`src/rtl/axi_arb_pkg.sv`:
```
// Shared types for the two-requester AXI4-Lite port arbiter.
package axi_arb_pkg;

  typedef enum logic [1:0] {R_IDLE, R_ADDR, R_DATA} rd_state_t;
  typedef enum logic [1:0] {W_IDLE, W_SEND, W_RESP} wr_state_t;
  typedef enum logic {GNT_I = 1'b0, GNT_D = 1'b1} grant_t;

  localparam logic [1:0] AXI_RESP_OKAY = 2'b00;

endpackage

```
`src/rtl/axi_port_arbiter_if.sv`:
```
// Requester (fetch / dcache) and AXI master-port signals seen by the arbiter.
interface axi_port_arbiter_if #(
  parameter int ADDR_W = 32,
  parameter int DATA_W = 32,
  parameter int STRB_W = DATA_W / 8
) ();

  logic [ADDR_W-1:0] i_araddr;
  logic              i_arvalid, i_arready;
  logic [DATA_W-1:0] i_rdata;
  logic              i_rvalid, i_rready;

  logic [ADDR_W-1:0] d_araddr;
  logic              d_arvalid, d_arready;
  logic [DATA_W-1:0] d_rdata;
  logic              d_rvalid, d_rready;
  logic [ADDR_W-1:0] d_awaddr;
  logic              d_awvalid, d_awready;
  logic [DATA_W-1:0] d_wdata;
  logic [STRB_W-1:0] d_wstrb;
  logic              d_wvalid, d_wready;
  logic [1:0]        d_bresp;
  logic              d_bvalid, d_bready;

  logic [ADDR_W-1:0] m_araddr;
  logic              m_arvalid, m_arready;
  logic [DATA_W-1:0] m_rdata;
  logic              m_rvalid, m_rready;
  logic [ADDR_W-1:0] m_awaddr;
  logic              m_awvalid, m_awready;
  logic [DATA_W-1:0] m_wdata;
  logic [STRB_W-1:0] m_wstrb;
  logic              m_wvalid, m_wready;
  logic [1:0]        m_bresp;
  logic              m_bvalid, m_bready;

  // Arbiter view.
  modport slave (
    input  i_araddr, i_arvalid, i_rready,
    output i_arready, i_rdata, i_rvalid,
    input  d_araddr, d_arvalid, d_rready, d_awaddr, d_awvalid, d_wdata, d_wstrb, d_wvalid, d_bready,
    output d_arready, d_rdata, d_rvalid, d_awready, d_wready, d_bresp, d_bvalid,
    output m_araddr, m_arvalid, m_rready, m_awaddr, m_awvalid, m_wdata, m_wstrb, m_wvalid, m_bready,
    input  m_arready, m_rdata, m_rvalid, m_awready, m_wready, m_bresp, m_bvalid
  );

  // Environment view: requesters plus AXI slave.
  modport master (
    output i_araddr, i_arvalid, i_rready,
    input  i_arready, i_rdata, i_rvalid,
    output d_araddr, d_arvalid, d_rready, d_awaddr, d_awvalid, d_wdata, d_wstrb, d_wvalid, d_bready,
    input  d_arready, d_rdata, d_rvalid, d_awready, d_wready, d_bresp, d_bvalid,
    input  m_araddr, m_arvalid, m_rready, m_awaddr, m_awvalid, m_wdata, m_wstrb, m_wvalid, m_bready,
    output m_arready, m_rdata, m_rvalid, m_awready, m_wready, m_bresp, m_bvalid
  );

endinterface

```
`src/rtl/axi_port_arbiter_rr_arb2.sv`:
```
// Two-way round-robin selector; remembers the last requester served.
module rr_arb2
  import axi_arb_pkg::*;
(
  input  logic   clk,
  input  logic   rst,
  input  logic   req_i,
  input  logic   req_d,
  input  logic   upd,
  input  grant_t upd_gnt,
  output grant_t win
);

  grant_t last_grant_q, last_grant_d;

  always_comb begin
    last_grant_d = last_grant_q;
    if (upd) last_grant_d = upd_gnt;
    if (req_i && req_d) win = (last_grant_q == GNT_I) ? GNT_D : GNT_I;
    else if (req_d)     win = GNT_D;
    else                win = GNT_I;
  end

  always_ff @(posedge clk) begin
    if (!rst) last_grant_q <= GNT_I;
    else      last_grant_q <= last_grant_d;
  end

endmodule

```
`src/rtl/axi_port_arbiter.sv`:
```
// Shares one AXI4-Lite master port between fetch (read) and dcache (read/write);
// reads are serialised round-robin, dcache writes run on their own FSM.
module axi_port_arbiter
  import axi_arb_pkg::*;
#(
  parameter int ADDR_W = 32,
  parameter int DATA_W = 32,
  parameter int STRB_W = DATA_W / 8
) (
  input logic clk,
  input logic rst,
  axi_port_arbiter_if.slave bus
);

  rd_state_t         rd_state_q, rd_state_d;
  wr_state_t         wr_state_q, wr_state_d;
  grant_t            gnt_q, gnt_d, win;
  logic [ADDR_W-1:0] m_araddr_q, m_araddr_d, m_awaddr_q, m_awaddr_d;
  logic [DATA_W-1:0] m_wdata_q, m_wdata_d;
  logic [STRB_W-1:0] m_wstrb_q, m_wstrb_d;
  logic              m_arvalid_q, m_arvalid_d, m_awvalid_q, m_awvalid_d, m_wvalid_q, m_wvalid_d;
  logic              d_req, arb_upd, rready_sel, aw_done, w_done;

  // Holding off D reads while any D write is pending keeps writes ordered first.
  assign d_req = bus.d_arvalid & ~bus.d_awvalid & (wr_state_q == W_IDLE);

  rr_arb2 u_rr_arb2 (
    .clk    (clk),
    .rst    (rst),
    .req_i  (bus.i_arvalid),
    .req_d  (d_req),
    .upd    (arb_upd),
    .upd_gnt(gnt_q),
    .win    (win)
  );

  always_comb begin
    rd_state_d    = rd_state_q;
    gnt_d         = gnt_q;
    m_araddr_d    = m_araddr_q;
    m_arvalid_d   = m_arvalid_q;
    arb_upd       = 1'b0;
    rready_sel    = 1'b0;
    bus.i_arready = 1'b0;
    bus.d_arready = 1'b0;
    bus.i_rvalid  = 1'b0;
    bus.d_rvalid  = 1'b0;
    bus.i_rdata   = '0;
    bus.d_rdata   = '0;
    bus.m_rready  = 1'b0;
    case (rd_state_q)
      R_IDLE: begin
        if (rst && (bus.i_arvalid || d_req)) begin
          gnt_d       = win;
          m_arvalid_d = 1'b1;
          rd_state_d  = R_ADDR;
          if (win == GNT_D) begin
            bus.d_arready = 1'b1;
            m_araddr_d    = bus.d_araddr;
          end else begin
            bus.i_arready = 1'b1;
            m_araddr_d    = bus.i_araddr;
          end
        end
      end
      R_ADDR: begin
        if (bus.m_arready) begin
          m_arvalid_d = 1'b0;
          rd_state_d  = R_DATA;
        end
      end
      R_DATA: begin
        if (gnt_q == GNT_D) begin
          rready_sel   = bus.d_rready;
          bus.d_rvalid = bus.m_rvalid;
          bus.d_rdata  = bus.m_rdata;
        end else begin
          rready_sel   = bus.i_rready;
          bus.i_rvalid = bus.m_rvalid;
          bus.i_rdata  = bus.m_rdata;
        end
        bus.m_rready = rready_sel;
        if (bus.m_rvalid && rready_sel) begin
          arb_upd    = 1'b1;
          rd_state_d = R_IDLE;
        end
      end
      default: rd_state_d = R_IDLE;
    endcase
  end

  always_comb begin
    wr_state_d    = wr_state_q;
    m_awaddr_d    = m_awaddr_q;
    m_wdata_d     = m_wdata_q;
    m_wstrb_d     = m_wstrb_q;
    m_awvalid_d   = m_awvalid_q;
    m_wvalid_d    = m_wvalid_q;
    aw_done       = 1'b0;
    w_done        = 1'b0;
    bus.d_awready = 1'b0;
    bus.d_wready  = 1'b0;
    bus.d_bvalid  = 1'b0;
    bus.d_bresp   = AXI_RESP_OKAY;
    bus.m_bready  = 1'b0;
    case (wr_state_q)
      W_IDLE: begin
        if (rst && bus.d_awvalid && bus.d_wvalid && !(rd_state_q != R_IDLE && gnt_q == GNT_D)) begin
          bus.d_awready = 1'b1;
          bus.d_wready  = 1'b1;
          m_awaddr_d    = bus.d_awaddr;
          m_wdata_d     = bus.d_wdata;
          m_wstrb_d     = bus.d_wstrb;
          m_awvalid_d   = 1'b1;
          m_wvalid_d    = 1'b1;
          wr_state_d    = W_SEND;
        end
      end
      W_SEND: begin
        // A channel counts as done if it already handshook or does so this cycle.
        aw_done = !m_awvalid_q || bus.m_awready;
        w_done  = !m_wvalid_q || bus.m_wready;
        if (m_awvalid_q && bus.m_awready) m_awvalid_d = 1'b0;
        if (m_wvalid_q && bus.m_wready)   m_wvalid_d  = 1'b0;
        if (aw_done && w_done) wr_state_d = W_RESP;
      end
      W_RESP: begin
        bus.m_bready = bus.d_bready;
        bus.d_bvalid = bus.m_bvalid;
        bus.d_bresp  = bus.m_bresp;
        if (bus.m_bvalid && bus.d_bready) wr_state_d = W_IDLE;
      end
      default: wr_state_d = W_IDLE;
    endcase
  end

  always_ff @(posedge clk) begin
    if (!rst) begin
      rd_state_q  <= R_IDLE;
      wr_state_q  <= W_IDLE;
      gnt_q       <= GNT_I;
      m_araddr_q  <= '0;
      m_arvalid_q <= 1'b0;
      m_awaddr_q  <= '0;
      m_wdata_q   <= '0;
      m_wstrb_q   <= '0;
      m_awvalid_q <= 1'b0;
      m_wvalid_q  <= 1'b0;
    end else begin
      rd_state_q  <= rd_state_d;
      wr_state_q  <= wr_state_d;
      gnt_q       <= gnt_d;
      m_araddr_q  <= m_araddr_d;
      m_arvalid_q <= m_arvalid_d;
      m_awaddr_q  <= m_awaddr_d;
      m_wdata_q   <= m_wdata_d;
      m_wstrb_q   <= m_wstrb_d;
      m_awvalid_q <= m_awvalid_d;
      m_wvalid_q  <= m_wvalid_d;
    end
  end

  assign bus.m_araddr  = m_araddr_q;
  assign bus.m_arvalid = m_arvalid_q;
  assign bus.m_awaddr  = m_awaddr_q;
  assign bus.m_wdata   = m_wdata_q;
  assign bus.m_wstrb   = m_wstrb_q;
  assign bus.m_awvalid = m_awvalid_q;
  assign bus.m_wvalid  = m_wvalid_q;

endmodule

```
`src/flat_wrapper.sv`:
```
// flat-port wrapper written by rule: the top's interface ports become plain ports
module axi_port_arbiter_flat import axi_arb_pkg::*;
#(
  parameter int ADDR_W = 32,
  parameter int DATA_W = 32,
  parameter int STRB_W = DATA_W / 8
)
  (clk, rst, bus_i_araddr, bus_i_arvalid, bus_i_rready, bus_i_arready, bus_i_rdata, bus_i_rvalid, bus_d_araddr, bus_d_arvalid, bus_d_rready, bus_d_awaddr, bus_d_awvalid, bus_d_wdata, bus_d_wstrb, bus_d_wvalid, bus_d_bready, bus_d_arready, bus_d_rdata, bus_d_rvalid, bus_d_awready, bus_d_wready, bus_d_bresp, bus_d_bvalid, bus_m_araddr, bus_m_arvalid, bus_m_rready, bus_m_awaddr, bus_m_awvalid, bus_m_wdata, bus_m_wstrb, bus_m_wvalid, bus_m_bready, bus_m_arready, bus_m_rdata, bus_m_rvalid, bus_m_awready, bus_m_wready, bus_m_bresp, bus_m_bvalid);
  axi_port_arbiter_if #(.ADDR_W(ADDR_W), .DATA_W(DATA_W), .STRB_W(STRB_W)) bus_i ();
  input logic clk;
  input logic rst;
  input wire logic [$bits(bus_i.i_araddr)-1:0] bus_i_araddr;
  input wire logic [$bits(bus_i.i_arvalid)-1:0] bus_i_arvalid;
  input wire logic [$bits(bus_i.i_rready)-1:0] bus_i_rready;
  output wire logic [$bits(bus_i.i_arready)-1:0] bus_i_arready;
  output wire logic [$bits(bus_i.i_rdata)-1:0] bus_i_rdata;
  output wire logic [$bits(bus_i.i_rvalid)-1:0] bus_i_rvalid;
  input wire logic [$bits(bus_i.d_araddr)-1:0] bus_d_araddr;
  input wire logic [$bits(bus_i.d_arvalid)-1:0] bus_d_arvalid;
  input wire logic [$bits(bus_i.d_rready)-1:0] bus_d_rready;
  input wire logic [$bits(bus_i.d_awaddr)-1:0] bus_d_awaddr;
  input wire logic [$bits(bus_i.d_awvalid)-1:0] bus_d_awvalid;
  input wire logic [$bits(bus_i.d_wdata)-1:0] bus_d_wdata;
  input wire logic [$bits(bus_i.d_wstrb)-1:0] bus_d_wstrb;
  input wire logic [$bits(bus_i.d_wvalid)-1:0] bus_d_wvalid;
  input wire logic [$bits(bus_i.d_bready)-1:0] bus_d_bready;
  output wire logic [$bits(bus_i.d_arready)-1:0] bus_d_arready;
  output wire logic [$bits(bus_i.d_rdata)-1:0] bus_d_rdata;
  output wire logic [$bits(bus_i.d_rvalid)-1:0] bus_d_rvalid;
  output wire logic [$bits(bus_i.d_awready)-1:0] bus_d_awready;
  output wire logic [$bits(bus_i.d_wready)-1:0] bus_d_wready;
  output wire logic [$bits(bus_i.d_bresp)-1:0] bus_d_bresp;
  output wire logic [$bits(bus_i.d_bvalid)-1:0] bus_d_bvalid;
  output wire logic [$bits(bus_i.m_araddr)-1:0] bus_m_araddr;
  output wire logic [$bits(bus_i.m_arvalid)-1:0] bus_m_arvalid;
  output wire logic [$bits(bus_i.m_rready)-1:0] bus_m_rready;
  output wire logic [$bits(bus_i.m_awaddr)-1:0] bus_m_awaddr;
  output wire logic [$bits(bus_i.m_awvalid)-1:0] bus_m_awvalid;
  output wire logic [$bits(bus_i.m_wdata)-1:0] bus_m_wdata;
  output wire logic [$bits(bus_i.m_wstrb)-1:0] bus_m_wstrb;
  output wire logic [$bits(bus_i.m_wvalid)-1:0] bus_m_wvalid;
  output wire logic [$bits(bus_i.m_bready)-1:0] bus_m_bready;
  input wire logic [$bits(bus_i.m_arready)-1:0] bus_m_arready;
  input wire logic [$bits(bus_i.m_rdata)-1:0] bus_m_rdata;
  input wire logic [$bits(bus_i.m_rvalid)-1:0] bus_m_rvalid;
  input wire logic [$bits(bus_i.m_awready)-1:0] bus_m_awready;
  input wire logic [$bits(bus_i.m_wready)-1:0] bus_m_wready;
  input wire logic [$bits(bus_i.m_bresp)-1:0] bus_m_bresp;
  input wire logic [$bits(bus_i.m_bvalid)-1:0] bus_m_bvalid;
  assign bus_i.i_araddr = bus_i_araddr;
  assign bus_i.i_arvalid = bus_i_arvalid;
  assign bus_i.i_rready = bus_i_rready;
  assign bus_i_arready = bus_i.i_arready;
  assign bus_i_rdata = bus_i.i_rdata;
  assign bus_i_rvalid = bus_i.i_rvalid;
  assign bus_i.d_araddr = bus_d_araddr;
  assign bus_i.d_arvalid = bus_d_arvalid;
  assign bus_i.d_rready = bus_d_rready;
  assign bus_i.d_awaddr = bus_d_awaddr;
  assign bus_i.d_awvalid = bus_d_awvalid;
  assign bus_i.d_wdata = bus_d_wdata;
  assign bus_i.d_wstrb = bus_d_wstrb;
  assign bus_i.d_wvalid = bus_d_wvalid;
  assign bus_i.d_bready = bus_d_bready;
  assign bus_d_arready = bus_i.d_arready;
  assign bus_d_rdata = bus_i.d_rdata;
  assign bus_d_rvalid = bus_i.d_rvalid;
  assign bus_d_awready = bus_i.d_awready;
  assign bus_d_wready = bus_i.d_wready;
  assign bus_d_bresp = bus_i.d_bresp;
  assign bus_d_bvalid = bus_i.d_bvalid;
  assign bus_m_araddr = bus_i.m_araddr;
  assign bus_m_arvalid = bus_i.m_arvalid;
  assign bus_m_rready = bus_i.m_rready;
  assign bus_m_awaddr = bus_i.m_awaddr;
  assign bus_m_awvalid = bus_i.m_awvalid;
  assign bus_m_wdata = bus_i.m_wdata;
  assign bus_m_wstrb = bus_i.m_wstrb;
  assign bus_m_wvalid = bus_i.m_wvalid;
  assign bus_m_bready = bus_i.m_bready;
  assign bus_i.m_arready = bus_m_arready;
  assign bus_i.m_rdata = bus_m_rdata;
  assign bus_i.m_rvalid = bus_m_rvalid;
  assign bus_i.m_awready = bus_m_awready;
  assign bus_i.m_wready = bus_m_wready;
  assign bus_i.m_bresp = bus_m_bresp;
  assign bus_i.m_bvalid = bus_m_bvalid;
  axi_port_arbiter #(.ADDR_W(ADDR_W), .DATA_W(DATA_W), .STRB_W(STRB_W)) u_core (.clk(clk), .rst(rst), .bus(bus_i));
endmodule
```
`config.mk`:
```
export PLATFORM = sky130hd
export DESIGN_NAME = axi_port_arbiter_flat
export DESIGN_NICKNAME = d
export VERILOG_FILES = /design/src/rtl/axi_arb_pkg.sv /design/src/rtl/axi_port_arbiter_if.sv /design/src/rtl/axi_port_arbiter_rr_arb2.sv /design/src/rtl/axi_port_arbiter.sv /design/src/flat_wrapper.sv
export SDC_FILE = /design/constraint.sdc
export NUM_CORES = 1
export LEC_CHECK = 0
export CAP_MARGIN = 20
export CORE_AREA = 3 3 138 140
export CTS_CLUSTER_DIAMETER = 120
export DETAILED_ROUTE_END_ITERATION = 12
export DIE_AREA = 0 0 141 143
export PLACE_DENSITY = 0.72
export SLEW_MARGIN = 15
export SYNTH_ARGS = -nofsm -noshare
export SYNTH_HDL_FRONTEND = slang
export SYNTH_HIERARCHICAL = 1
export SYNTH_SLANG_ARGS = --single-unit
```
`constraint.sdc`:
```
create_clock -name clk -period 4.3 [get_ports clk]
set_clock_uncertainty 0.05 [all_clocks]
set_input_delay 0.43 -clock clk [delete_from_list [all_inputs] [get_ports clk]]
set_output_delay 0.43 -clock clk [all_outputs]
set_load 0.01 [all_outputs]
```
==> flow_summary.ini <==
[final_layout]
final_cell_mix = clkdlybuf4s50_1 (356), nand2_1 (138), dfxtp_1 (109)
antenna_cells = 0
mostFrequentLayoutCell = clkdlybuf4s50_1
final_nets = 1117
drive_above_1_share_pct = 6.90
final-seq-area_mm2 = 0.00218
multi_input_area_mm2 = 0.00270
final_util_pct = 50.9
area_growth_pct = 75.6
fillCellCount = 1748

[clock_network]
cts.sinks = 109
cts_resized = 0
cts_setup_buffers = 0
cts_buffers = 9
clockBufferDepth = 2
ctsHoldBuffers = 0
cts_tree = yes
clk_transition_reported_paths_ns = 0.09
cts-root-buf = clkbuf_16
htreeDepth = 3
clk_latency_ns = 0.34

[setup_path]
crit_top_cell = clkdlybuf4s50_1
path_cells = clkdlybuf4s50_1, nor4b_4, a21boi_4, buf_4, nor3_1, clkdlybuf4s50_1
slowest_delay_ns = 0.50
critical_path_class = primary input to output port
crit_path_top_delay_cell = clkdlybuf4s50_1
end_kind = output port
critical_path_arrival_ns = 2.63
reg2reg_depth = 6
crit_required_ns = 3.82
startpoint_type = primary input
crit_path_max_fanout = 33

[pwr]
peakVddDrop_mv = 0.224
power_density_mw_per_mm2 = 286
cellLeakagePower_nw = 3.40

[floorplan]
floorplan.die_area_mm2 = 0.0202
num_rows = 49
die_h_um = 143
start_util_pct = 29.0
boundaryPins = 358
fp.dieW_um = 141
core_mm2 = 0.0180

[detailed_routing]
drc_errors = 0
vias = 5501
first_pass_iters = 6
via_per_inst = 4.70
wl_per_cell_um = 15.9
first_iter_violations = 221
ant_nets = 0
totalWireLength_um = 18600

[synthesis]
synth-edff-count = 0
synth_flop_cell = dfxtp_1
synth_top_area_share_pct = 41.9
synthCells = 622
synth_nets = 802
synth_top_area_cell = dfxtp_1
avgSynthCellArea_um2 = 8.37
yosysUniqueCellTypes = 30
ys_seq_area_share_pct = 41.9
yosysWarnings = 6
ys_top_cells_by_area = dfxtp_1 (42%), nand2_1 (10%), and2_1 (8.3%)
synth-async-reset-ratio_pct = 0
synth-seq-cells = 109
netlist_area_mm2 = 0.00520

[timing]
final_hold_viol_count = 0
setup_viol = 0
slew_viol_final = 0
fmax_mhz = 322
timing.slew.headroom_pct = 41.8
layout_min_cycle_time_ns = 3.11
tightest_slew_ns = 0.873
rsz0062_at_grt = no
fin_crit_sh_pct = 72.2
tns_ns = 0

[hold_path]
hp-class = primary input to flop
whs_path_depth = 3

[global_routing]
grt_pass1_vias = 5160
grt_usage_pct = 17.5
grt_pass1_wl_um = 28600
grt_antenna_before_repair = 1
grt_overflow_total = 0
grt_start_max_net_pins = 73

[placed_design]
gp_congestion = 0.821
port_buffers = 357
hpwl_um = 13800

[run]
drv_cap = 0

[run_status]
status = finished clean
## final timing paths
kind	startpoint	end	slack, ns
min	rst	u_core/bus.m_awaddr[15]	0.37
min reg2reg	u_core/bus.m_wdata[30]	u_core/bus.m_wdata[30]	0.40
max reg2reg	u_core/wr_state_q[0]	u_core/bus.m_araddr[7]	1.94
max	bus_d_arvalid	bus_i_arready	1.19
## cell type report
class                   instances  share of cell area, %
multi-input cells             444                   29.5
flip-flops and latches        109                   23.9
clock inverters                 7                  0.945
clock buffers                   9                   2.46
inverters                       7                  0.287
repair buffers                366                   39.8
well taps                     229                   3.13
## per-layer routing
layer / track usage (%) / wire length (um)
met1: 21.4 / 7730
met2: 30.1 / 9140
met3: 5.99 / 1500
met4: 3.98 / 237
met5: 0 / 13
## worst max-delay path: cells and delay by family
kind,cells,cell delay (ns)
compound gates,1,0.26
simple gates,2,0.55
buf+inv,3,1.37
## cell usage after synthesis, drive strengths merged (5+ instances only)
cell type  instances
clkbuf            35
nor2               6
o21ai             67
nand2            138
mux2              32
dfxtp            109
inv                7
nand4             66
buf               27
a21oi              5
mux2i             38
and2              69
## flip-flops by register name (all words and copies together) (netlist names)
register	flops
u_core/bus.m_wdata	32
u_core/rd_state_q	2
u_core/bus.m_wstrb	4
u_core/wr_state_q	2
u_core/bus.m_wvalid	1
u_core/bus.m_araddr	32
u_core/bus.m_arvalid	1
u_core/bus.m_awvalid	1
u_core/gnt_q	1
u_core/bus.m_awaddr	32
u_core/u_rr_arb2/last_grant_q	1
## report_power, final
part           switching (W)  total, W  internal, W
Clock               0.000436  0.000857     0.000421
Combinational       0.000256  0.000632     0.000376
Sequential         0.0000434   0.00113      0.00108
Total               0.000735   0.00262      0.00188
## cells by family (layout without fill, tap and decap cells)
group / count (synthesis) / in the layout / share of synthesized area (%)
muxes: 70 / 70 / 14.2
and+or+nand+nor: 294 / 294 / 28.7
DFF: 109 / 109 / 41.9
buffers and inverters: 69 / 389 / 7.07
AOI/OAI and AO/OA: 80 / 80 / 8.13
## per-stage QoR
step                power [W]  cells  hold WS [ns]  area, um2  setup slack [ns]
floorplan             0.00141    622         0.423       5200              2.30
global placement      0.00178   1155         0.386       8830              1.13
detailed placement    0.00179   1155         0.394       8830              1.11
CTS                   0.00267   1171         0.353       9140              1.12
global route          0.00276   1171         0.367       9140              1.09
finish                0.00262   1171         0.373       9140              1.19
No activity file was read; power rests on OpenSTA's default activity.
